**src/rtl/freq_calc_pkg.sv**
```systemverilog
// Shared types and constants for the frequency calculator: FSM state encoding,
// datapath widths and the saturation value.
package freq_calc_pkg;

  localparam int unsigned CNT_W    = 32;
  localparam int unsigned NUM_W    = 64;
  localparam int unsigned DIV_ITER = 64;

  localparam logic [CNT_W-1:0] SAT_VALUE = 32'hFFFF_FFFF;

  typedef enum logic [1:0] {
    StIdle,
    StMul,
    StDiv,
    StDone
  } state_e;

endpackage

```
**src/rtl/udiv_serial.sv**
```systemverilog
// Serial restoring divider: 64-bit dividend by 32-bit divisor, one quotient bit
// per clock, MSB first. done_o pulses for one cycle once the quotient is final.
module udiv_serial
  import freq_calc_pkg::*;
(
  input  logic             clk_i,
  input  logic             rst_n_i,
  input  logic             start_i,
  input  logic [NUM_W-1:0] dividend_i,
  input  logic [CNT_W-1:0] divisor_i,
  output logic             busy_o,
  output logic             done_o,
  output logic [NUM_W-1:0] quotient_o
);

  localparam int unsigned IterW = $clog2(DIV_ITER);

  logic [CNT_W:0]   rem_q, rem_d;
  logic [NUM_W-1:0] quo_q, quo_d;
  logic [CNT_W-1:0] dvs_q, dvs_d;
  logic [IterW-1:0] iter_q, iter_d;
  logic             busy_q, busy_d;
  logic             done_q, done_d;

  // One bit wider than the remainder so the borrow doubles as the compare result.
  logic [CNT_W+1:0] shifted;
  logic [CNT_W+1:0] diff;

  always_comb begin
    rem_d   = rem_q;
    quo_d   = quo_q;
    dvs_d   = dvs_q;
    iter_d  = iter_q;
    busy_d  = busy_q;
    done_d  = 1'b0;
    shifted = {rem_q, quo_q[NUM_W-1]};
    diff    = shifted - {2'b00, dvs_q};

    if (start_i) begin
      rem_d  = '0;
      quo_d  = dividend_i;
      dvs_d  = divisor_i;
      iter_d = '0;
      busy_d = 1'b1;
    end else if (busy_q) begin
      if (!diff[CNT_W+1]) begin
        rem_d = diff[CNT_W:0];
        quo_d = {quo_q[NUM_W-2:0], 1'b1};
      end else begin
        rem_d = shifted[CNT_W:0];
        quo_d = {quo_q[NUM_W-2:0], 1'b0};
      end
      iter_d = iter_q + 1'b1;
      if (iter_q == IterW'(DIV_ITER - 1)) begin
        busy_d = 1'b0;
        done_d = 1'b1;
      end
    end
  end

  always_ff @(posedge clk_i or negedge rst_n_i) begin
    if (!rst_n_i) begin
      rem_q  <= '0;
      quo_q  <= '0;
      dvs_q  <= '0;
      iter_q <= '0;
      busy_q <= 1'b0;
      done_q <= 1'b0;
    end else begin
      rem_q  <= rem_d;
      quo_q  <= quo_d;
      dvs_q  <= dvs_d;
      iter_q <= iter_d;
      busy_q <= busy_d;
      done_q <= done_d;
    end
  end

  assign busy_o     = busy_q;
  assign done_o     = done_q;
  assign quotient_o = quo_q;

endmodule

```
**src/rtl/freq_calc.sv**
```systemverilog
// Turns a {ref_sum, sig_sum} measurement word into a rounded frequency in Hz
// and presents it with the raw sums and status flags over valid/ready.
module freq_calc
  import freq_calc_pkg::*;
#(
  parameter int unsigned REF_CLK_HZ = 100_000_000
) (
  input  logic             clk_i,
  input  logic             rst_n_i,
  input  logic             reg_wr_en_i,
  input  logic [63:0]      reg_wr_data_i,
  input  logic             clr_i,
  input  logic             freq_ready_i,
  output logic             freq_valid_o,
  output logic [CNT_W-1:0] freq_o,
  output logic [CNT_W-1:0] sig_sum_o,
  output logic [CNT_W-1:0] ref_sum_o,
  output logic             sat_o,
  output logic             div0_o,
  output logic             overrun_o,
  output logic             busy_o
);

  state_e           state_q, state_d;
  logic [CNT_W-1:0] sig_q, sig_d;
  logic [CNT_W-1:0] ref_q, ref_d;
  logic [CNT_W-1:0] freq_q, freq_d;
  logic             sat_q, sat_d;
  logic             div0_q, div0_d;
  logic             overrun_q, overrun_d;
  logic             drop;

  logic [NUM_W-1:0] num;
  logic             div_start;
  logic             div_busy;
  logic             div_done;
  logic [NUM_W-1:0] div_quo;

  // Adding ref/2 before dividing rounds half-up; the worst case still fits 64 bits.
  assign num = NUM_W'(sig_q) * NUM_W'(REF_CLK_HZ) + NUM_W'(ref_q >> 1);

  assign div_start = (state_q == StMul) && (ref_q != '0) && !div_busy;

  udiv_serial u_div (
    .clk_i      (clk_i),
    .rst_n_i    (rst_n_i),
    .start_i    (div_start),
    .dividend_i (num),
    .divisor_i  (ref_q),
    .busy_o     (div_busy),
    .done_o     (div_done),
    .quotient_o (div_quo)
  );

  always_comb begin
    state_d = state_q;
    sig_d   = sig_q;
    ref_d   = ref_q;
    freq_d  = freq_q;
    sat_d   = sat_q;
    div0_d  = div0_q;
    drop    = 1'b0;

    unique case (state_q)
      StIdle: begin
        if (reg_wr_en_i) begin
          sig_d   = reg_wr_data_i[31:0];
          ref_d   = reg_wr_data_i[63:32];
          sat_d   = 1'b0;
          div0_d  = 1'b0;
          state_d = StMul;
        end
      end
      StMul: begin
        drop = reg_wr_en_i;
        // A zero divisor skips the divider but still spends one DIV cycle.
        if (ref_q == '0) div0_d = 1'b1;
        state_d = StDiv;
      end
      StDiv: begin
        drop = reg_wr_en_i;
        if (div0_q) begin
          freq_d  = SAT_VALUE;
          state_d = StDone;
        end else if (div_done) begin
          if (|div_quo[NUM_W-1:CNT_W]) begin
            freq_d = SAT_VALUE;
            sat_d  = 1'b1;
          end else begin
            freq_d = div_quo[CNT_W-1:0];
          end
          state_d = StDone;
        end
      end
      StDone: begin
        if (freq_ready_i) begin
          if (reg_wr_en_i) begin
            sig_d   = reg_wr_data_i[31:0];
            ref_d   = reg_wr_data_i[63:32];
            sat_d   = 1'b0;
            div0_d  = 1'b0;
            state_d = StMul;
          end else begin
            state_d = StIdle;
          end
        end else begin
          drop = reg_wr_en_i;
        end
      end
      default: state_d = StIdle;
    endcase

    if (drop)       overrun_d = 1'b1;
    else if (clr_i) overrun_d = 1'b0;
    else            overrun_d = overrun_q;
  end

  always_ff @(posedge clk_i or negedge rst_n_i) begin
    if (!rst_n_i) begin
      state_q   <= StIdle;
      sig_q     <= '0;
      ref_q     <= '0;
      freq_q    <= '0;
      sat_q     <= 1'b0;
      div0_q    <= 1'b0;
      overrun_q <= 1'b0;
    end else begin
      state_q   <= state_d;
      sig_q     <= sig_d;
      ref_q     <= ref_d;
      freq_q    <= freq_d;
      sat_q     <= sat_d;
      div0_q    <= div0_d;
      overrun_q <= overrun_d;
    end
  end

  assign freq_valid_o = (state_q == StDone);
  assign freq_o       = freq_q;
  assign sig_sum_o    = sig_q;
  assign ref_sum_o    = ref_q;
  assign sat_o        = sat_q && freq_valid_o;
  assign div0_o       = div0_q && freq_valid_o;
  assign overrun_o    = overrun_q;
  assign busy_o       = (state_q != StIdle);

endmodule

```
**config.mk**
```make
export PLATFORM = sky130hd
export DESIGN_NAME = freq_calc
export DESIGN_NICKNAME = d
export VERILOG_FILES = /design/src/rtl/freq_calc_pkg.sv /design/src/rtl/udiv_serial.sv /design/src/rtl/freq_calc.sv
export SDC_FILE = /design/constraint.sdc
export NUM_CORES = 1
export LEC_CHECK = 0
export BUFFER_PORTS_ARGS = -buffer_cell sky130_fd_sc_hd__buf_2
export CAP_MARGIN = 25
export CORE_MARGIN = 4
export CORE_UTILIZATION = 40
export DETAILED_ROUTE_END_ITERATION = 16
export HOLD_SLACK_MARGIN = 0.05
export SKIP_LAST_GASP = 1
export SLEW_MARGIN = 25
export SYNTH_ARGS = -nofsm -noshare
export SYNTH_HDL_FRONTEND = slang
export SYNTH_SLANG_ARGS = --single-unit
```
**constraint.sdc**
```tcl
create_clock -name clk_i -period 7.4 [get_ports clk_i]
set_input_delay 1.85 -clock clk_i [delete_from_list [all_inputs] [get_ports clk_i]]
set_output_delay 1.85 -clock clk_i [all_outputs]
set_load 0.02 [all_outputs]
```
Word-level counts from Yosys, hierarchy flattened
Cells that the tools add are included.

word-level totals
  logic and storage cells = 93
  output and inout port bits = 101
  bits of input ports = 69
  register bits = 238

cells by class
  equality and inequality tests = 11
  reductions and logical operators = 22
  multiply operators = 1
  muxes and demuxes = 43
  add/subtract/negate cells = 3

operators by type and width
  kind                                                  count
  two-way mux 32 bit                                    7
  two-way mux 64 bit                                    2
  one-hot mux 32 bit (2 select lines)                   2
  two-way mux 33 bit                                    3
  adder 59 x 31 -> 60 bit                               1
  multiplier 32 x 19 -> 51 bit (second input constant)  1
  subtractor 34 x 32 -> 34 bit                          1
  zero test 32 bit                                      1
  nonzero test 32 bit                                   1
  OR reduction 32 bit                                   1
  two-way mux 1 bit                                     19
  two-way mux 6 bit                                     2
  nonzero test 2 bit                                    5
  two-way mux 2 bit                                     4
  inequality test 2 bit (second input constant)         4
  one-hot mux 2 bit (4 select lines)                    1
  adder 6 x 1 -> 6 bit (second input constant)          1
  == test 6 bit (second input constant)                 1
  one-hot mux 1 bit (3 select lines)                    2
  AND reduction 3 bit                                   2
  nonzero test 3 bit                                    2
  AND reduction 5 bit                                   1
  == test 2 bit (second input constant)                 2
  logical AND 1 bit                                     4
  8 further kinds                                       10

Depth between registers and ports, before layout
Gate-level depths: netlist (run 1).

  depth after elaboration = 5
  mapped depth = 32

By module
A second synthesis (run 1) with hierarchy kept.

unflattened totals
  cell total of the unflattened synthesis = 2,664
  area total of the unflattened synthesis = 25,777.2 µm²

by module, submodules not included
  module       cells an instance  instances  area an instance (µm²)  sequential area each (µm²)
  freq_calc    1,805              1          17,941.0                2,527.4
  udiv_serial  859                1          7,836.3                 3,428.3

Worst setup path after synthesis (run 1)
No wires, ideal clock.

  kind = reg2reg
  start = register sig_q[6] (netlist: sig_sum_o[6])
  end = register u_div.quo_q[46] (netlist: u_div.quotient_o[46])
  cell stages (with the launch flop) = 29
  slack = 379 ps
  library setup time = 142 ps
  data arrival time = 6,879 ps
  path buffers = 0
  period minus slack after synthesis = 7,021 ps
  data required time = 7,258 ps
  path through = dfrtp_1 > ha_1 > fa_1 > inv_1 > fa_1 > fa_1 > inv_1 > fa_1 > inv_1 > fa_1 > inv_1 > ha_1 > or3_1 > o21ai_2 > nor2_1 > nor2_1 > o21ai_0 > a21oi_1 > xnor2_1 > ha_1 > and3_1 > nand3_1 > o221ai_1 > and4_2 > and2_1 > nand3_1 > nor3b_1 > xor2_1 > o221ai_1

on the way
  longest elaborated chain between the ends = 3

RTL lines
  item                          line               text
  start: declaration            freq_calc.sv:25    logic [CNT_W-1:0] sig_q, sig_d;
  start signal: assignment      freq_calc.sv:129   sig_q <= sig_d;
  multiplier 32 x 19 -> 51 bit  freq_calc.sv:40    assign num = NUM_W'(sig_q) * NUM_W'(REF_CLK_HZ) + NUM_W'(ref_q >> 1);
  adder 59 x 31 -> 60 bit       freq_calc.sv:40
  two-way mux 64 bit            udiv_serial.sv:39  if (start_i) begin
  end signal: assignment        udiv_serial.sv:71  quo_q <= quo_d;
  end: declaration              udiv_serial.sv:19  logic [NUM_W-1:0] quo_q, quo_d;

No other way between the ends.
A chain may end at the register's enable or synchronous reset.

Final worst setup path (run 1)
  start = register sig_q[8] (netlist: sig_sum_o[8])
  end = register u_div.quo_q[50] (netlist: u_div.quotient_o[50])

The elaborated chain is that of the path after synthesis.

==> results of run 1 <==
registers in the layout, summed over array words and instances, names as in the netlist:
signal,count
u_div.iter_q,6
u_div.dvs_q,32
freq_o,32
u_div.done_o,1
state_q,2
u_div.quotient_o,64
div0_q,1
sat_q,1
u_div.busy_o,1
ref_sum_o,32
overrun_o,1
sig_sum_o,32
u_div.rem_q,33
kinds of logic (layout without fill, tap and decap cells):
logic type / after synthesis / in the layout
XOR/XNOR: 131 / 131
buffers and inverters: 537 / 775
AO/OA/AOI/OAI: 557 / 557
multiplexers: 93 / 93
AND/OR/NAND/NOR: 511 / 511
flip-flops: 238 / 238
adder cells (fa/ha/maj): 556 / 556
routing by layer:
layer	track usage	vias to the layer above
li1	-	9190
met1	0.270	9488
met2	0.342	346
met3	0.0217	104
met4	0.0652	0
met5	0	-
final cells by class:
type                       count  area [sq um]
clock buffer                  35           788
multi-input combinational   1848         17500
timing repair buffer         263          1590
clock inverter                17           272
inverter                     460          1730
sequential                   238          5970
tap                          837          1050
fill                        5938         33100
worst max-delay path: stages (launching register included):
cell,delay [ns]
dfrtp_2,0.45
buf_4,0.19
inv_1,0.11
fa_1,0.48
fa_1,0.49
inv_1,0.05
fa_1,0.48
fa_1,0.47
fa_1,0.52
inv_1,0.05
fa_1,0.53
inv_1,0.04
ha_1,0.32
and3_2,0.25
and2_2,0.21
nand3_1,0.08
a211oi_1,0.06
buf_4,0.16
o41ai_2,0.30
buf_4,0.18
a21boi_2,0.05
xnor2_1,0.15
or4b_4,0.53
nor3b_4,0.34
buf_4,0.18
xnor2_1,0.06
mux2i_1,0.14
o21ai_1,0.07
synth_stat cells (all sizes together), types with 5 or more instances:
| library cell | count |
|---|---|
| nor2 | 97 |
| ha | 285 |
| nor2b | 12 |
| clkbuf | 63 |
| nor4 | 24 |
| xor2 | 61 |
| o21bai | 8 |
| mux2 | 69 |
| or3 | 9 |
| o22a | 34 |
| and3 | 14 |
| mux2i | 24 |
| a21boi | 7 |
| and2 | 13 |
| o221ai | 7 |
| o31a | 5 |
| a31oi | 8 |
| xnor2 | 70 |
| a31o | 8 |
| dfrtp | 238 |
| a211o | 6 |
| a21oi | 142 |
| inv | 460 |
| nand2b | 20 |
| nor3 | 23 |
| nand4 | 23 |
| a21o | 63 |
| buf | 13 |
| nand2 | 214 |
| o211ai | 12 |
| fa | 271 |
| o2111ai | 6 |
| o21ai | 180 |
| nand3 | 38 |
| a211oi | 15 |
| o21a | 15 |
| o211a | 6 |
| or2 | 5 |
what timing repair did:
item | CTS | global route
pin swaps | 0 | 20
resized for setup | 2 | 80
buffers inserted | 0 | 19
endpoints found under the setup margin | 3 | 26
through the flow:
stage / instances / utilization
final: 3698 / 0.466
after global routing: 3698 / 0.466
after CTS: 3679 / 0.458
after detailed placement: 3627 / 0.441
after global placement: 3627 / 0.441
after floorplan: 2623 / -
worst paths after layout:
path,from,end,slack [ns],depth (start not counted)
max,sig_sum_o[8],u_div.quotient_o[50],0.28,27
min,u_div.iter_q[5],u_div.iter_q[5],0.49,1
max reg2reg,sig_sum_o[8],u_div.quotient_o[50],0.28,27
min reg2reg,u_div.iter_q[5],u_div.iter_q[5],0.49,1
max in group asynchronous,rst_n_i,u_div.busy_o,4.71,2
min in group asynchronous,rst_n_i,sig_sum_o[9],1.29,1
==> out/metrics.yaml, run 1 <==
floorplanning:
  die_area_sq_um: 67100
  io_pins: 170
  die_h_microns: 259
  core_area_sq_um: 62100
  row_count: 91
  start_util: 0.406
  die_w_microns: 259
sta:
  clock.fmax_ghz: 0.140
  tns_ns: 0
  max_slew.worst_pin.slew_ns: 0.995
  final_max_slew_viol_count: 0
  hold_viol_final: 0
  finClkSkew_ns: 0.0162
  slew_headroom: 0.337
  min_period_over_period: 0.962
  worst_slack_ns: 0.278
  min_period_ns: 7.12
  final-setup-viol-count: 0
  timing.hold.ws_ns: 0.494
synth:
  synth_top_area_cell: "dfrtp_1"
  ys.flop_type: "dfrtp_1"
  synth-edff-count: 0
  synth_simple_gate_area_share: 0.0967
  synth_compound_area_frac: 0.142
  yosysWarningCount: 0
  yosys-top-cells-area: "dfrtp_1, fa_1, ha_1"
  syn_nets: 3248
  yosysTopAreaCellShare: 0.236
  postSynthCellCount: 2623
  synth_seq_area_share: 0.236
  synthXorXnorAreaFrac: 0.0455
  synth_cell_types: 94
  synthMuxAreaShare: 0.0403
  synth_fa_ha_area_frac: 0.356
  ys_ff_latch: 238
  syn_avg_cell_area_sq_um: 9.62
  netlist_area_sq_um: 25200
  synth_top_family_by_area: "adder cells"
  async_reset_ff_frac: 1.00
global_route:
  grt_max_degree: 149
  grt_pass1_wl_microns: 109000
  gr-usage-all-layers: 0.201
  first_global_vias: 20261
  overflow: 0
  antenna_found_initial: 1
placed_design:
  post-place-ws_ns: 0.00995
  gp_congestion: 0.924
  place_area_sq_um: 27400
  io_buffers: 169
  hpwl_microns: 53500
finish:
  final_common_cell: "inv_1"
  layout-drive-gt1-share: 0.171
  area_growth_pct: 14.7
  final_cell_mix: "inv_1, fa_1, ha_1, dfrtp_1, nand2_1"
  fin_area_sq_um: 28900
  finalNetCount: 3465
  diodes: 0
run:
  drv_cap: 0
worst_setup_path:
  cp.arrival_ns: 7.56
  path_class: "flip-flop to flip-flop"
  start_kind: "flip-flop"
  critical_path.max_fanout: 5
  crit_required_ns: 7.84
  endpoint_kind: "flip-flop"
route:
  route.detailed.drc: 0
  wl_met3_microns: 2380
  wl_met2_microns: 31600
  maxUsedRoutingLayer: "met4"
  wl_microns: 66400
  via_per_inst: 5.17
  wirelength_met1_microns: 29900
  dr.first_iter.drc_count: 1009
  first_pass_iters: 4
  avgRoutedWirePerCell_microns: 18.0
  dr_total_vias: 19128
  antenna_left: 0
clocking:
  root_buffer: "clkbuf_16"
  hold_buffers: 0
  numCtsBuffers: 29
  cts_tree: "yes"
  cts_buffer_depth: 3
  path_clk_slew_ns: 0.07
  htreeDepth: 1
  cts_sinks: 238
  clk_latency_ns: 0.60
outcome:
  status: "complete, no violations"
hold_path:
  min_path_type: "flip-flop to flip-flop"
Power of run 1 is not shown: default switching activity piles up to over one toggle a cycle in this logic, so the estimate is an artifact.
==> run 2, diff against run 1 <==
- PLACE_DENSITY: default -> 0.66
==> run 2 against run 1 <==
  * Design area down 0.12%
  * Sequential share of layout area about the same
  * Global-route usage down 0.83 points
  * Maximum frequency down 0.45%
  * Final cell count unchanged
  * Routed wire length down 2.4%
  * Worst setup slack worse by 0.032 ns
  * Register-to-register slack worse by 0.03 ns
  * Clock-buffer cell count up 5
  * Die area unchanged
==> out/metrics.yaml, run 2 (synthesized netlist as in run 1, its figures left out) <==
floorplanning:
  io_pins: 170
  row_count: 91
  die_w_microns: 259
  start_util: 0.406
  core_area_sq_um: 62100
  die_h_microns: 259
  die_area_sq_um: 67100
worst_setup_path:
  path_class: "flip-flop to flip-flop"
  cp.arrival_ns: 7.66
  start_kind: "flip-flop"
  crit_required_ns: 7.91
  critical_path.max_fanout: 6
  endpoint_kind: "flip-flop"
finish:
  layout-drive-gt1-share: 0.168
  area_growth_pct: 14.6
  diodes: 0
  largest_register_ffs: 64
  final_common_cell: "inv_1"
  final_cell_mix: "inv_1, fa_1, ha_1, dfrtp_1, nand2_1"
  fillCellCount: 5887
  post_layout_nonfiller_instances: 3698
  finalNetCount: 3467
route:
  antenna_left: 0
  first_pass_iters: 5
  dr_total_vias: 19085
  dr.first_iter.drc_count: 1242
  wirelength_met1_microns: 29500
  avgRoutedWirePerCell_microns: 17.5
  wl_microns: 64800
  via_per_inst: 5.16
  route.detailed.drc: 0
  wl_met2_microns: 30500
  maxUsedRoutingLayer: "met4"
  wl_met3_microns: 2840
global_route:
  first_global_vias: 19133
  gr-usage-all-layers: 0.193
  grt_max_degree: 158
  antenna_found_initial: 0
  grt_pass1_wl_microns: 104000
  overflow: 0
sta:
  hold_viol_final: 0
  slew_headroom: 0.401
  max_slew.worst_pin.slew_ns: 0.898
  clock.fmax_ghz: 0.140
  final-setup-viol-count: 0
  min_period_ns: 7.15
  final_max_slew_viol_count: 0
  finClkSkew_ns: 0.0237
  min_period_over_period: 0.967
clocking:
  path_clk_slew_ns: 0.07
  clk_latency_ns: 0.60
  cts_sinks: 238
  numCtsBuffers: 29
  root_buffer: "clkbuf_16"
  cts_buffer_depth: 3
  htreeDepth: 1
  cts_tree: "yes"
run:
  drv_cap: 0
hold_path:
  min_path_type: "flip-flop to flip-flop"
placed_design:
  io_buffers: 169
  hpwl_microns: 51200
  gp_congestion: 0.900
  dp_cells: 3627
outcome:
  status: "complete, no violations"
## run 2: cell types whose count changed in the layout (fill, tap and decap cells not counted), sizes merged
cell,before,now
clkbuf,35,40
bufinv,6,3
inv,463,460
buf,263,265
clkinvlp,2,1
## run 2: worst paths after layout
kind / slack [ns] / cells after the start / endpoint / start
max: 0.25 / 24 / u_div.quotient_o[50] / sig_sum_o[3]
min: 0.48 / 2 / u_div.dvs_q[0] / u_div.dvs_q[0]
max reg2reg: 0.25 / 24 / u_div.quotient_o[50] / sig_sum_o[3]
min reg2reg: 0.48 / 2 / u_div.dvs_q[0] / u_div.dvs_q[0]
max in group asynchronous: 4.75 / 2 / u_div.busy_o / rst_n_i
min in group asynchronous: 1.25 / 1 / sig_sum_o[5] / rst_n_i
## run 2: layout make-up
type | instances | area, sq um | share of cell area
Inverter | 460 | 1730 | 0.0599
Timing Repair Buffer | 265 | 1630 | 0.0563
Clock buffer | 40 | 827 | 0.0286
Tap cell | 837 | 1050 | 0.0362
Clock inverter | 10 | 148 | 0.00511
Multi-Input combinational cell | 1848 | 17500 | 0.607
Sequential cell | 238 | 5970 | 0.207
## run 2: worst max-delay path: stages, from the launching register on
cell and delay [ns]:
dfrtp_2 0.43, buf_2 0.19, inv_1 0.07, fa_1 0.53
inv_1 0.05, ha_1 0.31, fa_1 0.51, fa_1 0.54
fa_1 0.56, inv_1 0.06, fa_1 0.53, inv_1 0.05
ha_2 0.38, nand3_2 0.13, or4_4 0.57, o21a_4 0.25
o211a_4 0.25, nor2_4 0.12, xnor2_2 0.10, or4b_4 0.60
nor3b_4 0.32, buf_4 0.17, xnor2_1 0.11, mux2i_1 0.09
o21ai_1 0.14
## run 2: routing by layer
metal / vias to the layer above / global-route usage
met5: - / 0
met4: 0 / 0.0529
met3: 88 / 0.0255
met2: 415 / 0.320
met1: 9383 / 0.266
li1: 9199 / -
## run 2: metrics by stage
step	setup WS (ns)	utilization	setup TNS (ns)	area [sq um]	hold WS (ns)
4_1_cts	0.0113	0.457	0	28300	0.488
3_3_place_gp	0.131	0.441	0	27400	0.469
6_report	0.246	0.466	0	28900	0.480
5_1_grt	-0.0390	0.466	-0.124	28900	0.518
3_5_place_dp	0.0914	0.441	0	27400	0.474
2_1_floorplan	0.379	-	0	25200	0.449
## run 2: timing repair
item	in CTS	in global routing
setup endpoints to repair	0	26
setup buffers	0	20
gates resized for setup	0	82
hold buffers	0	0
Power of run 2 is left out for the same reason.
